==> src/rtl/set_feeder.sv <==
// Job FIFO and launch sequencer in front of the set-count engine.
// One job in flight; results are held until the host takes them.
module set_feeder #(
  parameter int DEPTH   = 4,
  parameter int TIMEOUT = 96
) (
  input  logic        clk,
  input  logic        rst,
  input  logic        in_valid,
  output logic        in_ready,
  input  logic [23:0] in_central,
  input  logic [11:0] in_radius,
  input  logic [1:0]  in_mode,
  input  logic [3:0]  in_tag,
  output logic        set_en,
  output logic [23:0] set_central,
  output logic [11:0] set_radius,
  output logic [1:0]  set_mode,
  input  logic        set_busy,
  input  logic        set_valid,
  input  logic [7:0]  set_candidate,
  output logic        out_valid,
  input  logic        out_ready,
  output logic [7:0]  out_candidate,
  output logic [3:0]  out_tag,
  output logic        out_err
);

  localparam int AW = $clog2(DEPTH);
  localparam logic [AW:0] PTR_ONE = 1;
  localparam logic [7:0] TMO = 8'(TIMEOUT);

  typedef struct packed {
    logic [23:0] central;
    logic [11:0] radius;
    logic [1:0]  mode;
    logic [3:0]  tag;
  } job_t;

  typedef enum logic [2:0] {
    IDLE,
    LAUNCH,
    WAIT_BUSY,
    RUN,
    DRAIN
  } state_t;

  job_t        mem [DEPTH];
  job_t        head;
  logic [AW:0] wr_ptr;
  logic [AW:0] rd_ptr;
  logic        empty;
  logic        full;
  logic        push;
  logic        pop;
  logic        bad_mode;

  state_t      state;
  logic [7:0]  tmo;
  logic [3:0]  cur_tag;

  assign empty    = (wr_ptr == rd_ptr);
  assign full     = (wr_ptr[AW] != rd_ptr[AW]) &&
                    (wr_ptr[AW-1:0] == rd_ptr[AW-1:0]);
  assign in_ready = !full;
  assign push     = in_valid && in_ready;
  assign head     = mem[rd_ptr[AW-1:0]];
  assign bad_mode = (head.mode == 2'b11);

  // Illegal jobs retire straight from IDLE without waiting on the engine.
  assign pop = (state == IDLE) && !empty && !out_valid &&
               (bad_mode || !set_busy);

  always_ff @(posedge clk) begin
    if (push)
      mem[wr_ptr[AW-1:0]] <= {in_central, in_radius, in_mode, in_tag};
  end

  always_ff @(posedge clk or negedge rst) begin
    if (!rst) begin
      wr_ptr <= '0;
      rd_ptr <= '0;
    end else begin
      if (push) wr_ptr <= wr_ptr + PTR_ONE;
      if (pop)  rd_ptr <= rd_ptr + PTR_ONE;
    end
  end

  always_ff @(posedge clk or negedge rst) begin
    if (!rst) begin
      state         <= IDLE;
      tmo           <= '0;
      cur_tag       <= '0;
      set_en        <= 1'b0;
      set_central   <= '0;
      set_radius    <= '0;
      set_mode      <= '0;
      out_valid     <= 1'b0;
      out_candidate <= '0;
      out_tag       <= '0;
      out_err       <= 1'b0;
    end else begin
      if (out_valid && out_ready) out_valid <= 1'b0;
      unique case (state)
        IDLE: begin
          if (pop) begin
            if (bad_mode) begin
              out_candidate <= 8'h00;
              out_tag       <= head.tag;
              out_err       <= 1'b1;
              out_valid     <= 1'b1;
            end else begin
              set_en      <= 1'b1;
              set_central <= head.central;
              set_radius  <= head.radius;
              set_mode    <= head.mode;
              cur_tag     <= head.tag;
              tmo         <= '0;
              state       <= LAUNCH;
            end
          end
        end
        LAUNCH: begin
          set_en <= 1'b0;
          tmo    <= '0;
          state  <= WAIT_BUSY;
        end
        WAIT_BUSY: begin
          if (tmo == TMO) begin
            out_candidate <= 8'hFF;
            out_tag       <= cur_tag;
            out_err       <= 1'b1;
            out_valid     <= 1'b1;
            state         <= DRAIN;
          end else begin
            tmo <= tmo + 8'd1;
            if (set_busy) state <= RUN;
          end
        end
        RUN: begin
          if (set_valid) begin
            out_candidate <= set_candidate;
            out_tag       <= cur_tag;
            out_err       <= 1'b0;
            out_valid     <= 1'b1;
            state         <= DRAIN;
          end else if (tmo == TMO) begin
            out_candidate <= 8'hFF;
            out_tag       <= cur_tag;
            out_err       <= 1'b1;
            out_valid     <= 1'b1;
            state         <= DRAIN;
          end else begin
            tmo <= tmo + 8'd1;
          end
        end
        DRAIN: begin
          if (!set_busy) state <= IDLE;
        end
        default: state <= IDLE;
      endcase
    end
  end

endmodule

==> config.mk <==
export PLATFORM = sky130hd
export DESIGN_NAME = set_feeder
export DESIGN_NICKNAME = d
export VERILOG_FILES = /design/src/rtl/set_feeder.sv
export SDC_FILE = /design/constraint.sdc
export NUM_CORES = 1
export LEC_CHECK = 0
export BUFFER_PORTS_ARGS = -buffer_cell sky130_fd_sc_hd__buf_4
export CAP_MARGIN = 10
export CORE_AREA = 2 2 134 136
export CTS_BUF_LIST = sky130_fd_sc_hd__clkbuf_4
export DETAILED_ROUTE_END_ITERATION = 7
export DIE_AREA = 0 0 136 138
export PLACE_DENSITY = 0.74
export SYNTH_ARGS = -nofsm -noshare
export SYNTH_HDL_FRONTEND = slang
export SYNTH_SLANG_ARGS = --single-unit
==> constraint.sdc <==
create_clock -name clk -period 2.96 [get_ports clk]
set_input_delay 0.296 -clock clk [delete_from_list [all_inputs] [get_ports clk]]
set_output_delay 0.296 -clock clk [all_outputs]
set_load 0.03 [all_outputs]
==> results.cfg, run 1 <==
[outcome]
status = finished, final reports clean

[synthesis]
synth_edf_count = 168
syn_avg_cell_area_um2 = 19.1
synth_area_leaders = edfxtp_1, dfrtp_1, mux4_2, mux2_2, nor2_1
synth-seq-area-share_pct = 74.2
yosysMostFrequentCell = edfxtp_1
synthFlopType = edfxtp_1
syn_inst = 486
synth_seq_cells = 242
syn_area_um2 = 9300
synth_cell_types = 46
synth_commonest_cells = edfxtp_1, dfrtp_1, mux4_2
yosys_warnings = 0
synth_top_cell_by_area = edfxtp_1
synth_top_area_share_pct = 54.3
synth_nets = 549
ys_async_sr_fraction_pct = 30.6

[setup_path]
endpoint_kind = flop
worstPathArrival_ps = 3080
required_ps = 3530
max_stage_delay_ps = 620
critPathSlowestCell = mux4_2
crit_path_cell_trace = buf_4 > mux4_2 > nand2_4 > a311oi_4 > or4_1 > a21oi_1
critPathKind = reg -> reg
critPathMaxFanout = 22
cp-start-kind = flop

[routing]
drt_iter0_markers = 271
wl_per_cell_um = 18.3
vias = 5235
finalWirelength_um = 17900
firstDrtPassIters = 5
drc = 0
routed_via_density = 5.34
ant_nets = 0

[final_layout]
nFillCells = 1231
area_growth_pct = 26.2
seq_area_um2 = 6900
fin_area_um2 = 11700
layout-drive-gt1-share_pct = 41.4
stdcell_count = 980
final_nets = 762
postLayoutCoreUtil_pct = 66.9
multi_input_area_um2 = 2270

[clock_network]
clk_pin_slew_ps = 60
cts.sinks = 242
max-clock-path-buffers = 3
cts_tree = done
cts_resized = 0
clk_latency_ps = 690
numCtsBuffers = 60
htree_levels = 2
root_buffer = clkbuf_4
cts_setup_buffers = 0

[die]
die_y_um = 138
boundaryPins = 110
dieArea_um2 = 18800
std_cell_rows = 49
coreArea_um2 = 17500
dieWidth_um = 136
initial_utilization_pct = 53.0

[pwr]
leakage_nw = 4.56
ir_drop_mv = 0.668
power_density_nw_per_um2 = 1040

[global_route]
antenna_found_initial = 2
grt_max_degree = 75
grt_overflow = 0
grt_usage_pct = 19.7
grt_pass1_vias = 5599
grt_pass1_wl_um = 28300

[timing]
relSlewSlack_pct = 21.9
maxSlewViolCount = 0
finalSetupTns_ps = 0
tightestPinTransition_ps = 1170
rsz0062_at_grt = false
setup_viol = 0
finalHoldViolCount = 0
max_freq_mhz = 399
skew_ps = 65.5
post-route-period-util_pct = 84.6
post-route-min-period_ps = 2510

[placed_design]
dpl_cell_area_um2 = 10400
place.gp.congestion = 0.832
place_inst = 811
hpwl_um = 10300
portBuffers = 109

[worst_hold_path]
holdCritPathClass = in -> async

[job]
cap_violations = 0
==> critical path, delay by kind of cell, from the launching register on <==
kind	cells	cell delay [ps]
buffers and inverters	1	390
and+or+nand+nor	2	660
muxes	1	620
DFF	1	410
AOI/OAI and AO/OA	2	320
==> layer usage <==
layer | part of all wire [%] | global-route usage (%) | vias up
li1 | - | - | 2401
met1 | 41 | 24.5 | 2662
met2 | 53 | 33.5 | 154
met3 | 5.4 | 4.95 | 18
met4 | 1.1 | 7.29 | 0
met5 | 0 | 0 | -
==> final timing paths <==
| path | startpoint | to | slack [ps] | depth (start not counted) |
|---|---|---|---|---|
| min | rst | set_radius[2] | 320 | 2 |
| max reg2reg | rd_ptr[0] | tmo[6] | 450 | 6 |
| max | rd_ptr[0] | tmo[6] | 450 | 6 |
| max in group asynchronous | rst | rd_ptr[0] | 1850 | 2 |
| min reg2reg | out_tag[1] | out_tag[1] | 500 | 1 |
| min in group clk | in_radius[2] | mem[1][8] | 340 | 2 |
==> cells in the final DEF, fill, tap and decap left out, types with 2 or more instances in the layout <==
| cell | count |
|---|---|
| nand2_1 | 9 |
| xnor2_1 | 3 |
| a21oi_1 | 14 |
| clkbuf_4 | 92 |
| buf_4 | 117 |
| o22ai_1 | 3 |
| dlygate4sd3_1 | 55 |
| and3_2 | 4 |
| or4_1 | 2 |
| clkinv_2 | 4 |
| o31a_1 | 2 |
| nand3_1 | 4 |
| nor3_1 | 3 |
| xor2_1 | 5 |
| dfrtp_1 | 72 |
| o31ai_1 | 4 |
| and2_1 | 3 |
| clkinv_1 | 13 |
| diode_2 | 2 |
| nand4b_1 | 2 |
| inv_1 | 7 |
| inv_6 | 2 |
| ha_1 | 7 |
| a21o_1 | 6 |
| nand4_1 | 4 |
| or3_1 | 2 |
| edfxtp_1 | 168 |
| nand2b_1 | 2 |
| a22o_1 | 4 |
| o21ai_0 | 4 |
| nor4_1 | 2 |
| mux4_2 | 42 |
| mux2_2 | 41 |
| nor2_1 | 27 |
==> registers in the layout, indices dropped and copies added, names as in the netlist, 4 cells and up <==
name and flops:
mem 168, set_central 24, set_radius 12, out_candidate 8, tmo 8, cur_tag 4
out_tag 4
==> power breakdown <==
part | internal (mW) | total, mW | switching, mW
Combinational | 1.81 | 4.18 | 2.37
Sequential | 4.71 | 5.19 | 0.474
Clock | 1.52 | 2.80 | 1.28
Total | 8.04 | 12.2 | 4.12
==> area by class of cell <==
class	instances	area share (%)
inverter	7	0.224
clock buffer	92	5.89
sequential	242	58.8
antenna	2	0.0427
clock inverter	20	0.992
tap	229	2.44
timing repair buffer	172	12.2
multi-input combinational	216	19.4
==> per-stage QoR <==
stage / total power [mW] / hold slack [ps] / setup slack [ps]
floorplan: 8.02 / 0.409 / 306
global placement: 9.27 / 472 / 457
detailed placement: 9.41 / 481 / 464
CTS: 12.3 / 287 / 415
global route: 12.8 / 275 / 318
finish: 12.2 / 319 / 455
==> cell families after synthesis <==
logic type,synth area share (%)
AO/OA/AOI/OAI,3.74
XOR/XNOR,0.754
adder cells (fa/ha/maj),0.942
buffers and inverters,1.45
flip-flops,74.2
multiplexers,15.1
AND/OR/NAND/NOR,3.78
==> what timing repair did <==
action                                 in CTS  in global routing
hold buffers                               55                  0
setup endpoints to repair                   0                  0
endpoints found under the hold margin     258                  0
Note: power is estimated with default switching activity, not from simulation.
==> run 2: changes to the inputs <==
- CORE_AREA: 2 2 134 136 -> 2 2 135 137
- DIE_AREA: 0 0 136 138 -> 0 0 137 139
- PLACE_DENSITY: 0.74 -> 0.76
- clock period: 2.96 -> 2.15 ns (I/O delays scaled with it)
==> run 2 against run 1 <==
  * Utilization is 0.72 points higher
  * Clock skew shrank 30 ps
  * Hold slack lost 220 ps
  * Routed wire length rose by 6.8%
  * Cell count up 2.4%
  * Clock-buffer cell count fell by 14
  * Design area rose by 1.8%
  * Largest cell class unchanged
  * Largest power group unchanged
  * Highest routed layer unchanged
==> results.cfg, run 2 (same netlist as run 1, synthesis figures left out) <==
[routing]
vias = 5411
ant_nets = 0
finalWirelength_um = 19100
drc = 0
wl_per_cell_um = 19.0
firstDrtPassIters = 4
drt_iter0_markers = 187
routed_via_density = 5.39

[die]
dieWidth_um = 137
dieArea_um2 = 19000
boundaryPins = 110
initial_utilization_pct = 52.7
std_cell_rows = 49
coreArea_um2 = 17700
die_y_um = 139

[setup_path]
worstPathArrival_ps = 2700
critPathKind = reg -> reg
r2r-start = rd_ptr[0]
cp-start-kind = flop
r2r.worst_path.cells = 6
reg2reg_to = tmo[6]
critPathMaxFanout = 5
reg2reg_slack_ps = 40
endpoint_kind = flop
required_ps = 2740

[pwr]
power_density_nw_per_um2 = 1410
leakage_nw = 4.66
totalPowerFinal_mw = 16.9
ir_drop_mv = 0.867

[placed_design]
hpwl_um = 11200
place.gp.congestion = 0.803
portBuffers = 109
post-place-ws_ps = 81.6

[global_route]
grt_pass1_wl_um = 29700
grt_usage_pct = 20.4
antenna_found_initial = 0
grt_max_degree = 44
grt_overflow = 0
grt_pass1_vias = 5970

[final_layout]
final_cell_mix = edfxtp_1, buf_4, clkbuf_4
largest_reg_flops = 168
area_growth_pct = 28.4
final_nets = 789
postLayoutCoreUtil_pct = 67.6
layout_commonest_cell = edfxtp_1
layout-drive-gt1-share_pct = 41.9
num_antenna_cells = 0

[timing]
finalHoldViolCount = 0
max_freq_mhz = 473
finalSetupTns_ps = 0
skew_ps = 35.1
maxSlewViolCount = 0
tightestPinTransition_ps = 569
post-route-min-period_ps = 2110
post-route-period-util_pct = 98.4
relSlewSlack_pct = 62.0
setup_ws_ps = 35.4
setup_viol = 0

[clock_network]
clk_pin_slew_ps = 70
root_buffer = clkbuf_4
htree_levels = 2
cts_tree = done
clk_latency_ps = 660
numCtsBuffers = 59
max-clock-path-buffers = 3
cts.sinks = 242

[outcome]
status = finished, final reports clean

[job]
cap_violations = 0

[worst_hold_path]
holdCritPathClass = in -> async
==> run 2: changes by cell type in the layout (fill, tap and decap cells not counted), sizes merged <==
cell	previous run	this run
and3	5	6
buf	117	144
bufinv	1	0
clkbuf	92	78
clkinv	17	31
diode	2	0
inv	9	8
==> run 2: worst max-delay path, cell delays in order, from the launching register on <==
cell and delay [ps]:
dfrtp_4 450, buf_6 130, mux4_2 540, nand2_4 130, a311oi_4 100, or4_1 520
a21oi_2 160
==> run 2: cell type report <==
class / instances / area, um2
well taps: 229 / 287
clock buffers: 78 / 586
flip-flops and latches: 242 / 6900
clock inverters: 32 / 124
repair buffers: 199 / 1700
fillers: 1212 / 5720
multi-input cells: 217 / 2320
inverters: 7 / 26.3
==> run 2: routing by layer <==
layer	global-route usage (%)	routed length [um]
met1	24.3	7520
met2	35.3	10100
met3	4.71	1210
met4	8.90	299
met5	0	0
==> run 2: worst max-delay path by stage <==
stage | start | end | cells past startpoint
floorplan | rd_ptr[1] | mem[0][0] | 4
global placement | rd_ptr[0] | mem[3][15] | 3
detailed placement | rd_ptr[0] | mem[3][12] | 3
CTS | rd_ptr[0] | in_ready | 3
global route | rd_ptr[0] | tmo[6] | 6
finish | rd_ptr[0] | tmo[6] | 6
==> run 2: stage by stage <==
step           std cells  instance area, um2  hold WS (ps)
2_1_floorplan        486                9310         -80.6
3_3_place_gp         829               10600           233
3_5_place_dp         829               10600           249
4_1_cts              998               11900          59.2
5_1_grt             1004               11900           111
6_report            1004               11900           103
==> run 2: where the power goes <==
group | internal (mW) | switching (mW)
clock network | 1.71 | 1.74
registers | 6.47 | 0.631
logic | 2.87 | 3.46
==> run 2: repair_timing <==
action / CTS / global route
endpoints found under the setup margin: 1 / 50
setup buffers: 5 / 5
pin swaps: 3 / 3
hold buffers: 55 / 0
cloned: 0 / 1
resized for setup: 5 / 5
hold endpoints to repair: 242 / 0
==> run 3: changes to the inputs <==
- CORE_AREA: 2 2 135 137 -> 2 2 132 186
- DIE_AREA: 0 0 137 139 -> 0 0 134 188
- PLACE_DENSITY: 0.76 -> not set
==> run 3 against run 2 <==
  * Cell count increased by 7.7%
  * Setup slack got worse by 18 ps
  * First-iteration DRC count increased by 45%
  * Register-to-register slack got worse by 20 ps
  * Power increased by 0.86%
  * Combinational power about the same
  * Sequential power decreased by 0.7%
  * Hold slack got worse by 58 ps
  * Design area increased by 1.0%
  * Die area increased by 32%
  * Largest cell class unchanged
==> results.cfg, run 3 (same netlist as run 1, synthesis figures left out) <==
[outcome]
status = finished, final reports clean

[clock_network]
max-clock-path-buffers = 3
cts_tree = done
clk_pin_slew_ps = 80
root_buffer = clkbuf_4
clk_latency_ps = 710
numCtsBuffers = 57
htree_levels = 2
cts.sinks = 242

[die]
dieWidth_um = 134
std_cell_rows = 67
dieArea_um2 = 25200
boundaryPins = 110
coreArea_um2 = 23600
initial_utilization_pct = 39.5
die_y_um = 188

[pwr]
power_density_nw_per_um2 = 1410
leakage_nw = 4.67
ir_drop_mv = 0.559

[global_route]
grt_pass1_wl_um = 30800
grt_max_degree = 44
grt_pass1_vias = 5878
antenna_found_initial = 3
grt_overflow = 0
grt_usage_pct = 15.9

[routing]
wl_met3_um = 911
routed_via_density = 4.95
top_layer_used = met4
wl_per_cell_um = 18.0
drt_iter0_markers = 271
wl_met1_um = 7530
drc = 0
met2_wirelength_um = 10500
ant_nets = 0
finalWirelength_um = 19400
vias = 5352
firstDrtPassIters = 6

[setup_path]
critPathMaxFanout = 8
worstPathArrival_ps = 2750
r2r.worst_path.cells = 6
cp-startpoint = rd_ptr[0]
reg2reg_slack_ps = 20
reg2reg_to = tmo[6]
endpoint = tmo[6]
critPathKind = reg -> reg
required_ps = 2770
endpoint_kind = flop
r2r-start = rd_ptr[0]
cp-start-kind = flop

[job]
cap_violations = 0

[placed_design]
hpwl_um = 11900
place.gp.congestion = 0.768
dpl_cell_area_um2 = 10700
portBuffers = 109

[final_layout]
multi_input_area_um2 = 2310
postLayoutCoreUtil_pct = 51.2
seq_area_um2 = 6900
largest_reg_flops = 168
final_nets = 783
final_cell_mix = edfxtp_1, buf_4, clkbuf_4
area_growth_pct = 29.8
nFillCells = 1942
fin_area_um2 = 12100
layout_commonest_cell = edfxtp_1
layout-drive-gt1-share_pct = 42.3

[timing]
max_freq_mhz = 469
rsz0062_at_grt = true
skew_ps = 29.6
finalHoldViolCount = 0
hold_ws_ps = 45.0
setup_viol = 0
post-route-period-util_pct = 99.2
maxSlewViolCount = 0
relSlewSlack_pct = 53.1
tightestPinTransition_ps = 704
post-route-min-period_ps = 2130

[worst_hold_path]
holdCritPathClass = in -> async
run 3: routing by layer:
layer | track usage, % | vias to the layer above
li1 | - | 2437
met1 | 18.0 | 2729
met2 | 28.4 | 147
met3 | 3.92 | 39
met4 | 6.59 | 0
met5 | 0 | -
run 3: cell type report:
cell class              instances  area share [%]
clock inverters                33            1.55
diodes                          3          0.0622
multi-input cells             216            19.1
repair buffers                196            14.0
well taps                     310            3.22
flip-flops and latches        242            57.2
clock buffers                  74            4.60
inverters                       7           0.218
run 3: worst min-delay path by stage:
stage | slack, ps | to
after floorplan | -80 | cur_tag[0]
after global placement | 250 | cur_tag[2]
after detailed placement | 250 | cur_tag[2]
after CTS | 10 | state[2]
after global routing | 40 | cur_tag[2]
final | 40 | set_mode[1]
run 3: critical path, cell delays in order, from the launching register on:
cell and delay, ps:
dfrtp_4 490, buf_4 160, mux4_2 470, nand2_4 150, a311oi_4 150, or4_1 500
a21oi_1 150
run 3: metrics by stage:
stage,std cells,setup TNS (ps),setup slack (ps),total power [mW]
floorplan,486,-4450,-35.3,11.0
global placement,909,0,123,13.1
detailed placement,909,0,84.8,13.3
CTS,1075,-14.2,-14.2,17.2
global route,1081,-80.7,-79.4,18.0
finish,1081,0,17.4,17.0
run 3: power by group:
| group | switching (mW) | internal (mW) | total, mW | leakage [nW] |
|---|---|---|---|---|
| clock | 1.80 | 1.88 | 3.67 | 0.433 |
| sequential | 0.587 | 6.47 | 7.05 | 2.44 |
| combinational | 3.45 | 2.85 | 6.30 | 1.80 |
run 3: timing repair:
| action | CTS | global route |
|---|---|---|
| buffers inserted | 5 | 3 |
| resized for setup | 4 | 3 |
| pin swaps | 3 | 2 |
| hold buffers | 55 | 0 |
| endpoints found under the setup margin | 1 | 31 |
| endpoints found under the hold margin | 262 | 0 |
